==> src/rtl/debounce_pkg.sv <==
// Shared types, width helper and default counter widths for debounce_arbiter.
package debounce_pkg;

   typedef enum logic {
      ST_IDLE  = 1'b0,
      ST_COUNT = 1'b1
   } state_e;

   localparam int unsigned CNT_W_HW  = 20;
   localparam int unsigned CNT_W_SIM = 4;

   // ceil(log2(n)) with a floor of 1 so a single button still has a 1-bit index
   function automatic int unsigned idx_width(input int unsigned n);
      int unsigned w;
      w = 1;
      while ((1 << w) < n) w++;
      return w;
   endfunction

endpackage

==> src/rtl/debounce_arbiter_if.sv <==
// Button/press-event bundle for debounce_arbiter; abort_cnt exists only with DEB_ABORT_CNT_EN.
interface debounce_arbiter_if
   import debounce_pkg::*;
#(
   parameter int unsigned N_BTN = 4,
   parameter int unsigned IDX_W = idx_width(N_BTN)
);
   logic [N_BTN-1:0] btn_in;
   logic             press_valid;
   logic [IDX_W-1:0] press_id;
   logic             busy;
   logic [IDX_W-1:0] grant_id;
`ifdef DEB_ABORT_CNT_EN
   logic [7:0]       abort_cnt;
`endif

   modport master (
      output btn_in,
`ifdef DEB_ABORT_CNT_EN
      input  abort_cnt,
`endif
      input  press_valid, press_id, busy, grant_id
   );

   modport slave (
      input  btn_in,
`ifdef DEB_ABORT_CNT_EN
      output abort_cnt,
`endif
      output press_valid, press_id, busy, grant_id
   );
endinterface

==> src/rtl/debounce_arbiter_rr_picker.sv <==
// Combinational round-robin picker: first set request scanning from rr_ptr upward, modulo N_BTN.
module rr_picker
#(
   parameter int unsigned N_BTN = 4,
   parameter int unsigned IDX_W = 2
) (
   input  logic [N_BTN-1:0] req,
   input  logic [IDX_W-1:0] rr_ptr,
   output logic             any_req,
   output logic [IDX_W-1:0] pick_idx
);

   int unsigned idx;

   always_comb begin
      any_req  = |req;
      pick_idx = rr_ptr;
      idx      = 0;
      for (int unsigned off = N_BTN; off > 0; off--) begin
         // scan backwards so the last hit is the one closest to rr_ptr
         idx = (32'(rr_ptr) + off - 1) % N_BTN;
         if (req[IDX_W'(idx)]) pick_idx = IDX_W'(idx);
      end
   end

endmodule

==> src/rtl/debounce_arbiter.sv <==
// N-button debouncer sharing one counter, granted round-robin to pending buttons.
// Optional DEB_ABORT_CNT_EN adds a saturating count of bounce aborts.
module debounce_arbiter
   import debounce_pkg::*;
#(
   parameter int unsigned N_BTN = 4,
   parameter int unsigned CNT_W = CNT_W_HW,
   parameter int unsigned IDX_W = idx_width(N_BTN)
) (
   input  logic             clk,
   input  logic             resetn,
   debounce_arbiter_if.slave bus
);

   localparam logic [CNT_W-1:0] CNT_MAX = {CNT_W{1'b1}};

   state_e           state_q,       state_d;
   logic [CNT_W-1:0] cnt_q,         cnt_d;
   logic [IDX_W-1:0] rr_ptr_q,      rr_ptr_d;
   logic [N_BTN-1:0] done_mask_q,   done_mask_d;
   logic [IDX_W-1:0] grant_id_q,    grant_id_d;
   logic             press_valid_q, press_valid_d;
   logic [IDX_W-1:0] press_id_q,    press_id_d;
   logic             busy_q,        busy_d;
`ifdef DEB_ABORT_CNT_EN
   logic [7:0]       abort_cnt_q,   abort_cnt_d;
`endif

   logic [N_BTN-1:0] req;
   logic             any_req;
   logic [IDX_W-1:0] pick_idx;

   assign req = bus.btn_in & ~done_mask_q;

   rr_picker #(.N_BTN(N_BTN), .IDX_W(IDX_W)) u_picker (
      .req      (req),
      .rr_ptr   (rr_ptr_q),
      .any_req  (any_req),
      .pick_idx (pick_idx)
   );

   always_ff @(posedge clk) begin
      if (!resetn) begin
         state_q       <= ST_IDLE;
         cnt_q         <= '0;
         rr_ptr_q      <= '0;
         done_mask_q   <= '0;
         grant_id_q    <= '0;
         press_valid_q <= 1'b0;
         press_id_q    <= '0;
         busy_q        <= 1'b0;
`ifdef DEB_ABORT_CNT_EN
         abort_cnt_q   <= '0;
`endif
      end else begin
         state_q       <= state_d;
         cnt_q         <= cnt_d;
         rr_ptr_q      <= rr_ptr_d;
         done_mask_q   <= done_mask_d;
         grant_id_q    <= grant_id_d;
         press_valid_q <= press_valid_d;
         press_id_q    <= press_id_d;
         busy_q        <= busy_d;
`ifdef DEB_ABORT_CNT_EN
         abort_cnt_q   <= abort_cnt_d;
`endif
      end
   end

   always_comb begin
      state_d       = state_q;
      cnt_d         = cnt_q;
      rr_ptr_d      = rr_ptr_q;
      grant_id_d    = grant_id_q;
      press_valid_d = 1'b0;
      press_id_d    = press_id_q;
      // a released button re-arms on any edge it is seen low
      done_mask_d   = done_mask_q & bus.btn_in;
`ifdef DEB_ABORT_CNT_EN
      abort_cnt_d   = abort_cnt_q;
`endif

      case (state_q)
         ST_IDLE: begin
            if (any_req) begin
               grant_id_d = pick_idx;
               cnt_d      = '0;
               rr_ptr_d   = (pick_idx == IDX_W'(N_BTN - 1)) ? '0 : pick_idx + IDX_W'(1);
               state_d    = ST_COUNT;
            end
         end
         ST_COUNT: begin
            if (!bus.btn_in[grant_id_q]) begin
               cnt_d   = '0;
               state_d = ST_IDLE;
`ifdef DEB_ABORT_CNT_EN
               if (abort_cnt_q != 8'hFF) abort_cnt_d = abort_cnt_q + 8'd1;
`endif
            end else if (cnt_q == CNT_MAX) begin
               press_valid_d           = 1'b1;
               press_id_d              = grant_id_q;
               done_mask_d[grant_id_q] = 1'b1;
               cnt_d                   = '0;
               state_d                 = ST_IDLE;
            end else begin
               cnt_d = cnt_q + CNT_W'(1);
            end
         end
         default: state_d = ST_IDLE;
      endcase

      busy_d = (state_d == ST_COUNT);
   end

   assign bus.press_valid = press_valid_q;
   assign bus.press_id    = press_id_q;
   assign bus.busy        = busy_q;
   assign bus.grant_id    = grant_id_q;
`ifdef DEB_ABORT_CNT_EN
   assign bus.abort_cnt   = abort_cnt_q;
`endif

endmodule

==> src/flat_wrapper.sv <==
// flat-port wrapper written by rule: the top's interface ports become plain ports
module debounce_arbiter_flat import debounce_pkg::*;
#(
   parameter int unsigned N_BTN = 4,
   parameter int unsigned CNT_W = CNT_W_HW,
   parameter int unsigned IDX_W = idx_width(N_BTN)
)
  (clk, resetn, bus_btn_in, bus_press_valid, bus_press_id, bus_busy, bus_grant_id);
  debounce_arbiter_if #(.N_BTN(N_BTN), .IDX_W(IDX_W)) bus_i ();
  input  logic clk;
  input  logic resetn;
  input wire logic [$bits(bus_i.btn_in)-1:0] bus_btn_in;
  output wire logic [$bits(bus_i.press_valid)-1:0] bus_press_valid;
  output wire logic [$bits(bus_i.press_id)-1:0] bus_press_id;
  output wire logic [$bits(bus_i.busy)-1:0] bus_busy;
  output wire logic [$bits(bus_i.grant_id)-1:0] bus_grant_id;
  assign bus_i.btn_in = bus_btn_in;
  assign bus_press_valid = bus_i.press_valid;
  assign bus_press_id = bus_i.press_id;
  assign bus_busy = bus_i.busy;
  assign bus_grant_id = bus_i.grant_id;
  debounce_arbiter #(.N_BTN(N_BTN), .CNT_W(CNT_W), .IDX_W(IDX_W)) u_core (.clk(clk), .resetn(resetn), .bus(bus_i));
endmodule
==> config.mk <==
export PLATFORM = sky130hd
export DESIGN_NAME = debounce_arbiter_flat
export DESIGN_NICKNAME = d
export VERILOG_FILES = /design/src/rtl/debounce_pkg.sv /design/src/rtl/debounce_arbiter_if.sv /design/src/rtl/debounce_arbiter_rr_picker.sv /design/src/rtl/debounce_arbiter.sv /design/src/flat_wrapper.sv
export SDC_FILE = /design/constraint.sdc
export NUM_CORES = 1
export LEC_CHECK = 0
export ABC_CLOCK_PERIOD_IN_PS = 2400
export CORE_ASPECT_RATIO = 1.5
export CORE_MARGIN = 1.5
export CORE_UTILIZATION = 62
export CTS_CLUSTER_SIZE = 28
export DETAILED_ROUTE_END_ITERATION = 8
export DONT_BUFFER_PORTS = 1
export PLACE_DENSITY = 0.78
export SYNTH_ARGS = -nofsm -noshare
export SYNTH_HDL_FRONTEND = slang
export SYNTH_SLANG_ARGS = --single-unit
export TNS_END_PERCENT = 10
==> constraint.sdc <==
create_clock -name clk -period 2.4 [get_ports clk]
set_input_delay 0.36 -clock clk [delete_from_list [all_inputs] [get_ports clk]]
set_output_delay 0.36 -clock clk [all_outputs]
set_load 0.03 [all_outputs]
==> qor.log, run 1 <==
[run_status] outcome finished, final reports clean
[critical_path] crit path max fanout 18
[floorplan] vertical die dimension 66.29 µm
[floorplan] starting density of the core 0.6682
[pwr] Power, Total 1.110 mW
[floorplan] die area 2995 µm²
[place] routability congestion estimate 0.8749
[layout] NumNets Final 211
[worst_hold_path] hold path start resetn
[pwr] combinational share of power 0.113
[routing] WL/cell 15.71 µm
[routing] vias per std cell 6.467
[floorplan] count of pins on the block boundary 12
[logic_synthesis] average cell area after synthesis 8.446 µm²
[global_route] number of antenna violations at the first check in global routing 0
[critical_path] Slowest-stage cell, CP sky130_fd_sc_hd__dfxtp_1
[layout] post-synthesis to final-layout area growth 7.936%
[place] standard cell area after detailed placement 1703 µm²
[pwr] switching share of power 0.2650
[clocking] number of buffers inserted by post-CTS setup repair 0
[timing] total count of hold-check failures in the final report 0
[clocking] total CTS buffers 5
[logic_synthesis] synth warn 0
[timing] setup repair after global routing missed its margin false
[clocking] Max clock buf depth 2
[layout] area of all placed cells without fillers 1787 µm²
[clocking] TritonCTS clock tree yes
[logic_synthesis] number of enable flip-flop cells after synthesis 0
[clocking] post-CTS sizing 0
[logic_synthesis] count of different cell masters after synthesis 51
[critical_path] endpoint arrival time on the critical path 2.30 ns
[timing] sum of negative setup slack 0 ns
[pwr] net switching power figure 294.1 µW
[critical_path] Crit. End Element register
[floorplan] standard-cell row count 22
[place] number of cells after detailed placement 221
[logic_synthesis] Synth Register Bits 32
[timing] Worst Max-Slew Pin Slew 0.6404 ns
[timing] post-route clock skew 0.02091 ns
[pwr] largest voltage drop on the vdd net 501.2 µV
[routing] wire length after detailed routing 3597 µm
[global_route] first-pass GRT wire length 6154 µm
[place] number of buffers inserted by port buffering 0
[global_route] largest net degree at the start of global routing 19
[timing] max_slew headroom 0.5717
[routing] remaining antenna violation count after routing 0
[timing] max-slew violation total from the final report 0
[critical_path] maximum single-stage delay on the critical path 0.41 ns
[critical_path] kind of critical path register to register
[run] max-cap viol count 0
[critical_path] critical path, cell by cell ha_1 -> nand4_1 -> nor3_1 -> a211oi_4 -> buf_4 -> a21o_1 -> a22o_1
[logic_synthesis] share of async-settable or async-resettable flops after synthesis 0
[critical_path] register-to-register setup slack 0.33 ns
[logic_synthesis] sequential element share of the synthesized area 0.3870
[logic_synthesis] net count after synthesis 203
[pwr] leakage 0.6223 nW
[layout] proportion of layout cells with a drive suffix above 1 0.1024
[floorplan] Core Region 2477 µm²
[clocking] Skew-Pair Late Insertion Delay 0.35 ns
[clocking] cts hold-fix bufs 0
[clocking] Clock Pin Slew Worst Setup and Hold Paths 0.12 ns
[global_route] Overflow after GRT 0
[pwr] portion of total power attributed to sequential cells 0.501
[pwr] relative contribution of the clock network to total power 0.386
[logic_synthesis] post-synthesis instance area 1655 µm²
[routing] via count 1481
[pwr] Pwr Density 621.1 nW/µm²
[clocking] Root Buffer sky130_fd_sc_hd__clkbuf_4
[timing] final period utilization 0.8612
[global_route] vias in the first global route 1423
[layout] area of the multi-input gates 964.7 µm²
[layout] filler cell count 196
[critical_path] CP startpoint kind register
[pwr] total internal power 815.6 µW
[routing] first drt pass iteration count 4
[layout] count of placed standard cells in the final layout, fillers left out 229
[routing] DRC violation total after the first TritonRoute iteration 59
[timing] final setup violation count 0
[worst_hold_path] path category of the worst min-delay check input port to register
[routing] Post-route DRC 0
[clocking] clock sink total 32
[global_route] Tot GR Track Use 0.2808
[floorplan] Chip Width 45.19 µm
[place] post-detail-place hpwl 2631 µm
[timing] highest attainable clock frequency 0.4838 GHz
[critical_path] Worst EP required 2.63 ns
[layout] Sequential cell area 640.6 µm²
[timing] fin crit period 2.067 ns
[critical_path] worst reg2reg startpoint u_core.cnt_q[0]
[logic_synthesis] post-synthesis cell count 196
[critical_path] worst setup path startpoint u_core.cnt_q[0]
[layout] count of antenna diodes in the layout 0
[logic_synthesis] primary flip-flop cell chosen by synthesis mapping sky130_fd_sc_hd__dfxtp_1
[clocking] Clock H-tree levels 2
[worst max-delay path, delay by kind of cell, from the launching register on]
family | cells | cell delay [ns]
compound gates | 3 | 0.55
fa+ha+maj | 1 | 0.24
buf+inv | 1 | 0.23
flops | 1 | 0.41
simple gates | 2 | 0.53
[synth_stat cells, types with 4 or more instances]
| library cell | count | share of area |
|---|---|---|
| sky130_fd_sc_hd__a31oi_1 | 10 | 0.038 |
| sky130_fd_sc_hd__nand2b_1 | 4 | 0.015 |
| sky130_fd_sc_hd__o21ai_0 | 5 | 0.015 |
| sky130_fd_sc_hd__nand2_1 | 17 | 0.039 |
| sky130_fd_sc_hd__and2_1 | 4 | 0.015 |
| sky130_fd_sc_hd__mux2i_1 | 5 | 0.030 |
| sky130_fd_sc_hd__nand3_1 | 11 | 0.033 |
| sky130_fd_sc_hd__nor2_1 | 20 | 0.045 |
| sky130_fd_sc_hd__dfxtp_1 | 32 | 0.39 |
| sky130_fd_sc_hd__nor3_1 | 6 | 0.018 |
| sky130_fd_sc_hd__or2b_1 | 4 | 0.018 |
| sky130_fd_sc_hd__a21oi_1 | 14 | 0.042 |
| sky130_fd_sc_hd__inv_1 | 4 | 0.0091 |
[sequential cells by signal, summed over array words and instances (netlist names)]
signal and cells:
u_core.bus.busy 1, u_core.bus.grant_id 2, u_core.bus.press_id 2, u_core.bus.press_valid 1
u_core.cnt_q 20, u_core.done_mask_q 4, u_core.rr_ptr_q 2
[layout by cell type (no fill, tap or decap), types with 2 or more instances in the layout]
cell and count:
sky130_fd_sc_hd__dfxtp_1 32, sky130_fd_sc_hd__nand2b_1 4, sky130_fd_sc_hd__a22oi_1 3, sky130_fd_sc_hd__nor2b_1 3
sky130_fd_sc_hd__nand3_1 11, sky130_fd_sc_hd__and2_1 4, sky130_fd_sc_hd__inv_1 4, sky130_fd_sc_hd__buf_4 7
sky130_fd_sc_hd__and3_1 2, sky130_fd_sc_hd__nand4_1 3, sky130_fd_sc_hd__or4_1 2, sky130_fd_sc_hd__a22o_1 3
sky130_fd_sc_hd__xnor2_1 2, sky130_fd_sc_hd__nor3_1 6, sky130_fd_sc_hd__a21oi_1 14, sky130_fd_sc_hd__o21bai_1 2
sky130_fd_sc_hd__a21o_1 2, sky130_fd_sc_hd__clkbuf_4 5, sky130_fd_sc_hd__mux2i_1 5, sky130_fd_sc_hd__o21ai_1 2
sky130_fd_sc_hd__or2b_1 4, sky130_fd_sc_hd__o22ai_1 2, sky130_fd_sc_hd__nand2_1 17, sky130_fd_sc_hd__nor2_1 20
sky130_fd_sc_hd__a32oi_1 2, sky130_fd_sc_hd__o21ai_0 5, sky130_fd_sc_hd__a31oi_1 10, sky130_fd_sc_hd__o21a_1 2
sky130_fd_sc_hd__nor4_1 3, sky130_fd_sc_hd__and4_1 2
[metrics by stage]
step | utilization | hold slack (ns) | worst slack, ns
after global placement | 0.6874 | 0.4392 | 0.4557
after CTS | 0.7212 | 0.1182 | 0.3450
after detailed placement | 0.6874 | 0.4557 | 0.3830
after floorplan | - | 0.4268 | 0.3643
final | 0.7212 | 0.1226 | 0.3331
after global routing | 0.7212 | 0.1078 | 0.1670
[layer usage]
layer	up-vias	wire length (µm)	GRT usage
li1	744	-	-
met1	692	1444	0.3012
met2	34	1908	0.4679
met3	11	157	0.09290
met4	0	87	0.1507
met5	-	0	0
[area by class of cell]
cell class	instances	share of cell area
clock buffers	5	0.02101
repair buffers	7	0.02941
flip-flops and latches	32	0.3585
inverters	4	0.008403
clock inverters	3	0.02591
well taps	24	0.01681
multi-input cells	154	0.5399
[cell families (layout without fill, tap and decap cells)]
group	count (synthesis)	after routing	synth area share
simple gates	92	92	0.3031
compound gates	53	53	0.2154
flops	32	32	0.3870
fa+ha+maj	1	1	0.007557
mux	6	6	0.04611
xor+xnor	2	2	0.01058
buf+inv	10	19	0.03023
[power by group through the flow]
stage	clock network (mW)	logic [mW]	registers (mW)
after global placement	0	0.121	0.567
after CTS	0.433	0.125	0.556
after global routing	0.460	0.139	0.558
after detailed placement	0	0.125	0.568
final	0.428	0.125	0.556
after floorplan	0	0.0836	0.581
[worst paths after layout]
path / end / cells after the start
setup / recovery: u_core.cnt_q[12] / 7
hold / removal: u_core.bus.grant_id[1] / 1
setup reg to reg: u_core.cnt_q[12] / 7
hold reg to reg: u_core.done_mask_q[2] / 2
Note: power is estimated with default switching activity, not from simulation.
==> run 2: changes to the inputs <==
==> constraint.sdc (replaced) <==
create_clock -name clk -period 2.4 [get_ports clk]
set_input_delay 0.72 -clock clk [delete_from_list [all_inputs] [get_ports clk]]
set_output_delay 0.72 -clock clk [all_outputs]
set_load 0.03 [all_outputs]
==> run 2 against run 1 <==
Sequential power increased by 0.9%. Wire length decreased by 0.17%. Power decreased by 1.7%. Clock power decreased by 4.9%.
==> qor.log, run 2 (same netlist as run 1, synthesis figures left out) <==
[global_route] first-pass GRT wire length 5954 µm [was 6154 µm]
[layout] count of antenna diodes in the layout 0 [unchanged]
[routing] vias per std cell 6.768 [was 6.467]
[critical_path] endpoint arrival time on the critical path 2.44 ns [was 2.30 ns]
[run] max-cap viol count 0 [unchanged]
[timing] final setup violation count 0 [unchanged]
[timing] highest attainable clock frequency 0.4631 GHz [was 0.4838 GHz]
[routing] WL/cell 15.75 µm [was 15.71 µm]
[layout] most used cells in the layout excluding fill and tap cells 32 x sky130_fd_sc_hd__dfxtp_1, 20 x sky130_fd_sc_hd__nor2_1, 17 x sky130_fd_sc_hd__nand2_1 [unchanged]
[timing] post-route clock skew 0.003646 ns [was 0.02091 ns]
[layout] post-synthesis to final-layout area growth 7.256% [was 7.936%]
[worst_hold_path] path category of the worst min-delay check register to register [was input port to register]
[clocking] Skew-Pair Late Insertion Delay 0.33 ns [was 0.35 ns]
[floorplan] starting density of the core 0.6682 [unchanged]
[clocking] Clock H-tree levels 2 [unchanged]
[routing] wire length after detailed routing 3591 µm [was 3597 µm]
[clocking] total CTS buffers 5 [unchanged]
[layout] commonest non-fill, non-tap cell in the layout sky130_fd_sc_hd__dfxtp_1 [unchanged]
[timing] sum of negative setup slack 0 ns [unchanged]
[routing] first drt pass iteration count 4 [unchanged]
[clocking] clock sink total 32 [unchanged]
[clocking] TritonCTS clock tree yes [unchanged]
[clocking] post-CTS sizing 0 [unchanged]
[timing] max_slew headroom 0.3492 [was 0.5717]
[layout] number of flip-flops under the largest register name 20 [unchanged]
[layout] proportion of layout cells with a drive suffix above 1 0.09804 [was 0.1024]
[layout] NumNets Final 210 [was 211]
[place] number of buffers inserted by port buffering 0 [unchanged]
[global_route] Overflow after GRT 0 [unchanged]
[routing] via count 1543 [was 1481]
[routing] Post-route DRC 0 [unchanged]
[place] post-detail-place hpwl 2687 µm [was 2631 µm]
[critical_path] Crit. End Element register [unchanged]
[clocking] Clock Pin Slew Worst Setup and Hold Paths 0.10 ns [was 0.12 ns]
[timing] setup repair after global routing missed its margin false [unchanged]
[clocking] cts hold-fix bufs 0 [unchanged]
[floorplan] vertical die dimension 66.29 µm [unchanged]
[global_route] number of antenna violations at the first check in global routing 0 [unchanged]
[clocking] Root Buffer sky130_fd_sc_hd__clkbuf_4 [unchanged]
[timing] Worst Max-Slew Pin Slew 0.9688 ns [was 0.6404 ns]
[floorplan] count of pins on the block boundary 12 [unchanged]
[floorplan] Chip Width 45.19 µm [unchanged]
[global_route] Tot GR Track Use 0.2701 [was 0.2808]
[floorplan] die area 2995 µm² [unchanged]
[clocking] Max clock buf depth 2 [unchanged]
[timing] fin crit period 2.159 ns [was 2.067 ns]
[critical_path] Worst EP required 2.68 ns [was 2.63 ns]
[timing] final period utilization 0.8997 [was 0.8612]
[global_route] vias in the first global route 1452 [was 1423]
[pwr] Pwr Density 614.2 nW/µm² [was 621.1 nW/µm²]
[place] routability congestion estimate 0.7559 [was 0.8749]
[floorplan] standard-cell row count 22 [unchanged]
[critical_path] CP startpoint kind register [unchanged]
[routing] DRC violation total after the first TritonRoute iteration 55 [was 59]
[clocking] number of buffers inserted by post-CTS setup repair 0 [unchanged]
[place] standard cell area after detailed placement 1695 µm² [was 1703 µm²]
[layout] area of all placed cells without fillers 1775 µm² [was 1787 µm²]
[critical_path] crit path max fanout 22 [was 18]
[run_status] outcome finished, final reports clean [unchanged]
[layout] largest registers u_core.cnt_q x20, u_core.done_mask_q x4 [unchanged]
[pwr] leakage 0.6159 nW [was 0.6223 nW]
[floorplan] Core Region 2477 µm² [unchanged]
[timing] total count of hold-check failures in the final report 0 [unchanged]
[routing] remaining antenna violation count after routing 0 [unchanged]
[global_route] largest net degree at the start of global routing 23 [was 19]
[pwr] largest voltage drop on the vdd net 632.1 µV [was 501.2 µV]
[timing] max-slew violation total from the final report 0 [unchanged]
[layout] largest register by flop count u_core.cnt_q [unchanged]
[critical_path] kind of critical path register to register [unchanged]
==> run 2: cell types whose count changed in the layout (fill, tap and decap cells not counted) <==
cell,change
sky130_fd_sc_hd__buf_4,-1
sky130_fd_sc_hd__inv_6,-1
sky130_fd_sc_hd__clkinv_2,+1
==> run 2: power breakdown <==
part	switching [mW]	total, mW	internal (mW)
clock network	0.190	0.407	0.217
registers	0.0186	0.561	0.543
logic	0.0724	0.122	0.0500
==> run 2: cell type report <==
class | count | area [µm²]
clock buffer | 5 | 37.54
clock inverter | 3 | 42.54
fill | 197 | 701.9
inverter | 4 | 15.01
multi-input combinational | 154 | 964.7
sequential | 32 | 640.6
tap | 24 | 30.03
timing repair buffer | 6 | 45.04
==> run 2: critical path: stages (launching register included) <==
cell                       delay [ns]
sky130_fd_sc_hd__dfxtp_1         0.35
sky130_fd_sc_hd__ha_1            0.25
sky130_fd_sc_hd__nand4_1         0.19
sky130_fd_sc_hd__nor3_1          0.12
sky130_fd_sc_hd__a211oi_4        0.70
sky130_fd_sc_hd__or3b_1          0.41
sky130_fd_sc_hd__nand3_1         0.08
==> run 2: metrics by stage <==
stage | hold WS [ns] | utilization | power (mW) | std cells | worst slack, ns
2_1_floorplan | 0.4268 | - | 0.6645 | 196 | 0.3412
3_3_place_gp | 0.4483 | 0.6843 | 0.6887 | 220 | 0.2084
3_5_place_dp | 0.4664 | 0.6843 | 0.6945 | 220 | 0.1225
4_1_cts | 0.4825 | 0.7167 | 1.098 | 228 | 0.2442
5_1_grt | 0.4815 | 0.7167 | 1.139 | 228 | 0.05177
6_report | 0.4817 | 0.7167 | 1.090 | 228 | 0.2407
==> run 2: path summary, 6_finish.rpt <==
path / startpoint / to / slack [ns] / cells after the start
setup / recovery: u_core.cnt_q[0] / u_core.cnt_q[9] / 0.24 / 6
hold / removal: u_core.cnt_q[10] / u_core.cnt_q[10] / 0.48 / 1
setup reg to reg: u_core.cnt_q[0] / u_core.cnt_q[9] / 0.24 / 6
hold reg to reg: u_core.cnt_q[10] / u_core.cnt_q[10] / 0.48 / 1
==> run 2: metal layers <==
layer | track usage | up-vias | wire length [µm]
li1 | - | 750 | -
met1 | 0.2887 | 723 | 1400
met2 | 0.4804 | 62 | 1928
met3 | 0.07923 | 8 | 193
met4 | 0.09926 | 0 | 68
met5 | 0 | - | 0
==> run 3: changes to the inputs <==
Settings changed: CORE_ASPECT_RATIO 1.5 to 1.2.
==> run 3 against run 2 <==
Count of clock-buffer cells in the layout is the same. Non-clock buffer count grew 1. Fmax shrank 2.6%. Design area grew 1.1%. Highest routed layer unchanged. Via count shrank 1.7%. Die area shrank 0.17%. Clock power is essentially flat. Combinational power grew 6%. Sequential cell count is the same. Utilization shrank 0.68 points. Cell count grew 4.4%. Global-route usage grew 0.43 points.
==> qor.log, run 3 (same netlist as run 1, synthesis figures left out) <==
[run_status] outcome finished, final reports clean [unchanged]
[pwr] largest voltage drop on the vdd net 522.8 µV [was 632.1 µV]
[layout] largest register by flop count u_core.cnt_q [unchanged]
[clocking] number of buffers inserted by post-CTS setup repair 0 [unchanged]
[layout] proportion of layout cells with a drive suffix above 1 0.1024 [was 0.09804]
[routing] via count 1517 [was 1543]
[layout] NumNets Final 211 [was 210]
[critical_path] endpoint arrival time on the critical path 2.48 ns [was 2.44 ns]
[critical_path] crit path max fanout 22 [unchanged]
[clocking] cts hold-fix bufs 0 [unchanged]
[place] routability congestion estimate 0.7844 [was 0.7559]
[layout] commonest non-fill, non-tap cell in the layout sky130_fd_sc_hd__dfxtp_1 [unchanged]
[layout] Final Core Density 0.7099 [was 0.7167]
[routing] wire length after detailed routing 3635 µm [was 3591 µm]
[global_route] number of antenna violations at the first check in global routing 0 [unchanged]
[timing] Final Hold Slack 0.4689 ns [was 0.4817 ns]
[pwr] Power, Total 1.095 mW [was 1.090 mW]
[pwr] Pwr Density 610.4 nW/µm² [was 614.2 nW/µm²]
[floorplan] count of pins on the block boundary 12 [unchanged]
[routing] Post-route DRC 0 [unchanged]
[layout] filler cell count 203 [was 197]
[timing] post-route clock skew 0.01291 ns [was 0.003646 ns]
[floorplan] standard-cell row count 20 [was 22]
[floorplan] Core Region 2527 µm² [was 2477 µm²]
[worst_hold_path] cell depth of the worst min-delay path 2 [was 1]
[global_route] first-pass GRT wire length 6127 µm [was 5954 µm]
[timing] total count of hold-check failures in the final report 0 [unchanged]
[floorplan] vertical die dimension 59.61 µm [was 66.29 µm]
[global_route] largest net degree at the start of global routing 23 [unchanged]
[global_route] Overflow after GRT 0 [unchanged]
[critical_path] worst reg2reg startpoint u_core.cnt_q[0] [unchanged]
[floorplan] Chip Width 50.17 µm [was 45.19 µm]
[critical_path] reg-to-reg endpoint u_core.cnt_q[8] [was u_core.cnt_q[9]]
[timing] sum of negative setup slack 0 ns [unchanged]
[run] max-cap viol count 0 [unchanged]
[place] post-detail-place hpwl 2651 µm [was 2687 µm]
[routing] WL/cell 15.27 µm [was 15.75 µm]
[critical_path] worst setup path startpoint u_core.cnt_q[0] [unchanged]
[clocking] total CTS buffers 5 [unchanged]
[critical_path] CP startpoint kind register [unchanged]
[layout] largest registers u_core.cnt_q x20, u_core.done_mask_q x4 [unchanged]
[pwr] leakage 0.6209 nW [was 0.6159 nW]
[routing] first drt pass iteration count 4 [unchanged]
[routing] DRC violation total after the first TritonRoute iteration 50 [was 55]
[worst_hold_path] destination of the worst hold path u_core.done_mask_q[2] [was u_core.cnt_q[10]]
[global_route] vias in the first global route 1403 [was 1452]
[clocking] post-CTS sizing 0 [unchanged]
[floorplan] die area 2990 µm² [was 2995 µm²]
[layout] number of flip-flops under the largest register name 20 [unchanged]
[clocking] clock sink total 32 [unchanged]
[clocking] TritonCTS clock tree yes [unchanged]
[timing] final period utilization 0.9239 [was 0.8997]
[timing] highest attainable clock frequency 0.4510 GHz [was 0.4631 GHz]
[critical_path] register-to-register setup slack 0.18 ns [was 0.24 ns]
[clocking] Clock Pin Slew Worst Setup and Hold Paths 0.11 ns [was 0.10 ns]
[clocking] Clock H-tree levels 2 [unchanged]
[layout] most used cells in the layout excluding fill and tap cells 32 x sky130_fd_sc_hd__dfxtp_1, 20 x sky130_fd_sc_hd__nor2_1, 17 x sky130_fd_sc_hd__nand2_1 [unchanged]
[clocking] Skew-Pair Late Insertion Delay 0.34 ns [was 0.33 ns]
[critical_path] Worst EP required 2.66 ns [was 2.68 ns]
[clocking] Max clock buf depth 2 [unchanged]
[floorplan] starting density of the core 0.6550 [was 0.6682]
[critical_path] number of cells on the worst reg-to-reg path 7 [was 6]
[worst_hold_path] hold path start u_core.done_mask_q[2] [was u_core.cnt_q[10]]
[routing] vias per std cell 6.374 [was 6.768]
[timing] final setup violation count 0 [unchanged]
[critical_path] Crit. End Element register [unchanged]
[routing] remaining antenna violation count after routing 0 [unchanged]
[layout] post-synthesis to final-layout area growth 8.390% [was 7.256%]
[worst_hold_path] path category of the worst min-delay check register to register [unchanged]
[timing] fin crit period 2.217 ns [was 2.159 ns]
[timing] Worst Max-Slew Pin Slew 0.9224 ns [was 0.9688 ns]
[timing] max_slew headroom 0.3803 [was 0.3492]
[critical_path] kind of critical path register to register [unchanged]
[clocking] Root Buffer sky130_fd_sc_hd__clkbuf_4 [unchanged]
[timing] max-slew violation total from the final report 0 [unchanged]
[global_route] Tot GR Track Use 0.2744 [was 0.2701]
[timing] setup repair after global routing missed its margin false [unchanged]
[layout] count of antenna diodes in the layout 0 [unchanged]
[place] number of buffers inserted by port buffering 0 [unchanged]
-- run 3: cell count changes in the layout (fill, tap and decap cells not counted), sizes merged --
cell and delta:
buf +1
-- run 3: per-layer routing --
| layer | GRT usage | part of all wire | vias to the layer above |
|---|---|---|---|
| met3 | 0.07323 | 0.054 | 8 |
| met5 | 0 | 0 | - |
| met4 | 0.1349 | 0.019 | 0 |
| met2 | 0.4925 | 0.52 | 47 |
| li1 | - | - | 748 |
| met1 | 0.2962 | 0.40 | 714 |
-- run 3: how the worst max path moves through the flow --
stage / endpoint / depth (start not counted)
final: u_core.cnt_q[8] / 7
after global routing: u_core.cnt_q[8] / 7
after CTS: u_core.cnt_q[8] / 7
after detailed placement: u_core.cnt_q[8] / 6
after global placement: u_core.cnt_q[9] / 5
after floorplan: u_core.done_mask_q[3] / 6
-- run 3: power by group --
part	total [mW]	internal (mW)	switching (mW)
logic	0.129	0.0522	0.0770
clock network	0.409	0.217	0.192
registers	0.557	0.543	0.0136
-- run 3: metrics by stage --
stage	instances	setup slack, ns	instance area (µm²)
after floorplan	196	0.3412	1655
after global placement	230	0.1949	1714
after detailed placement	230	0.1259	1714
after CTS	238	0.2034	1794
after global routing	238	0.02023	1794
final	238	0.1827	1794
-- run 3: critical path, cell delays in order (launching register included) --
cell and delay (ns):
sky130_fd_sc_hd__dfxtp_1 0.36, sky130_fd_sc_hd__ha_1 0.26, sky130_fd_sc_hd__nand4_1 0.19, sky130_fd_sc_hd__nor3_1 0.12, sky130_fd_sc_hd__a211oi_4 0.70, sky130_fd_sc_hd__buf_4 0.27
sky130_fd_sc_hd__a21oi_1 0.07, sky130_fd_sc_hd__mux2i_1 0.17
-- run 3: cell type report --
cell class / instances / area [µm²] / share of cell area
Tap cell: 33 / 41.29 / 0.02301
Timing Repair Buffer: 7 / 52.55 / 0.02929
Inverter: 4 / 15.01 / 0.008368
Clock inverter: 3 / 42.54 / 0.02371
Sequential cell: 32 / 640.6 / 0.3570
Multi-Input combinational cell: 154 / 964.7 / 0.5377
Clock buffer: 5 / 37.54 / 0.02092
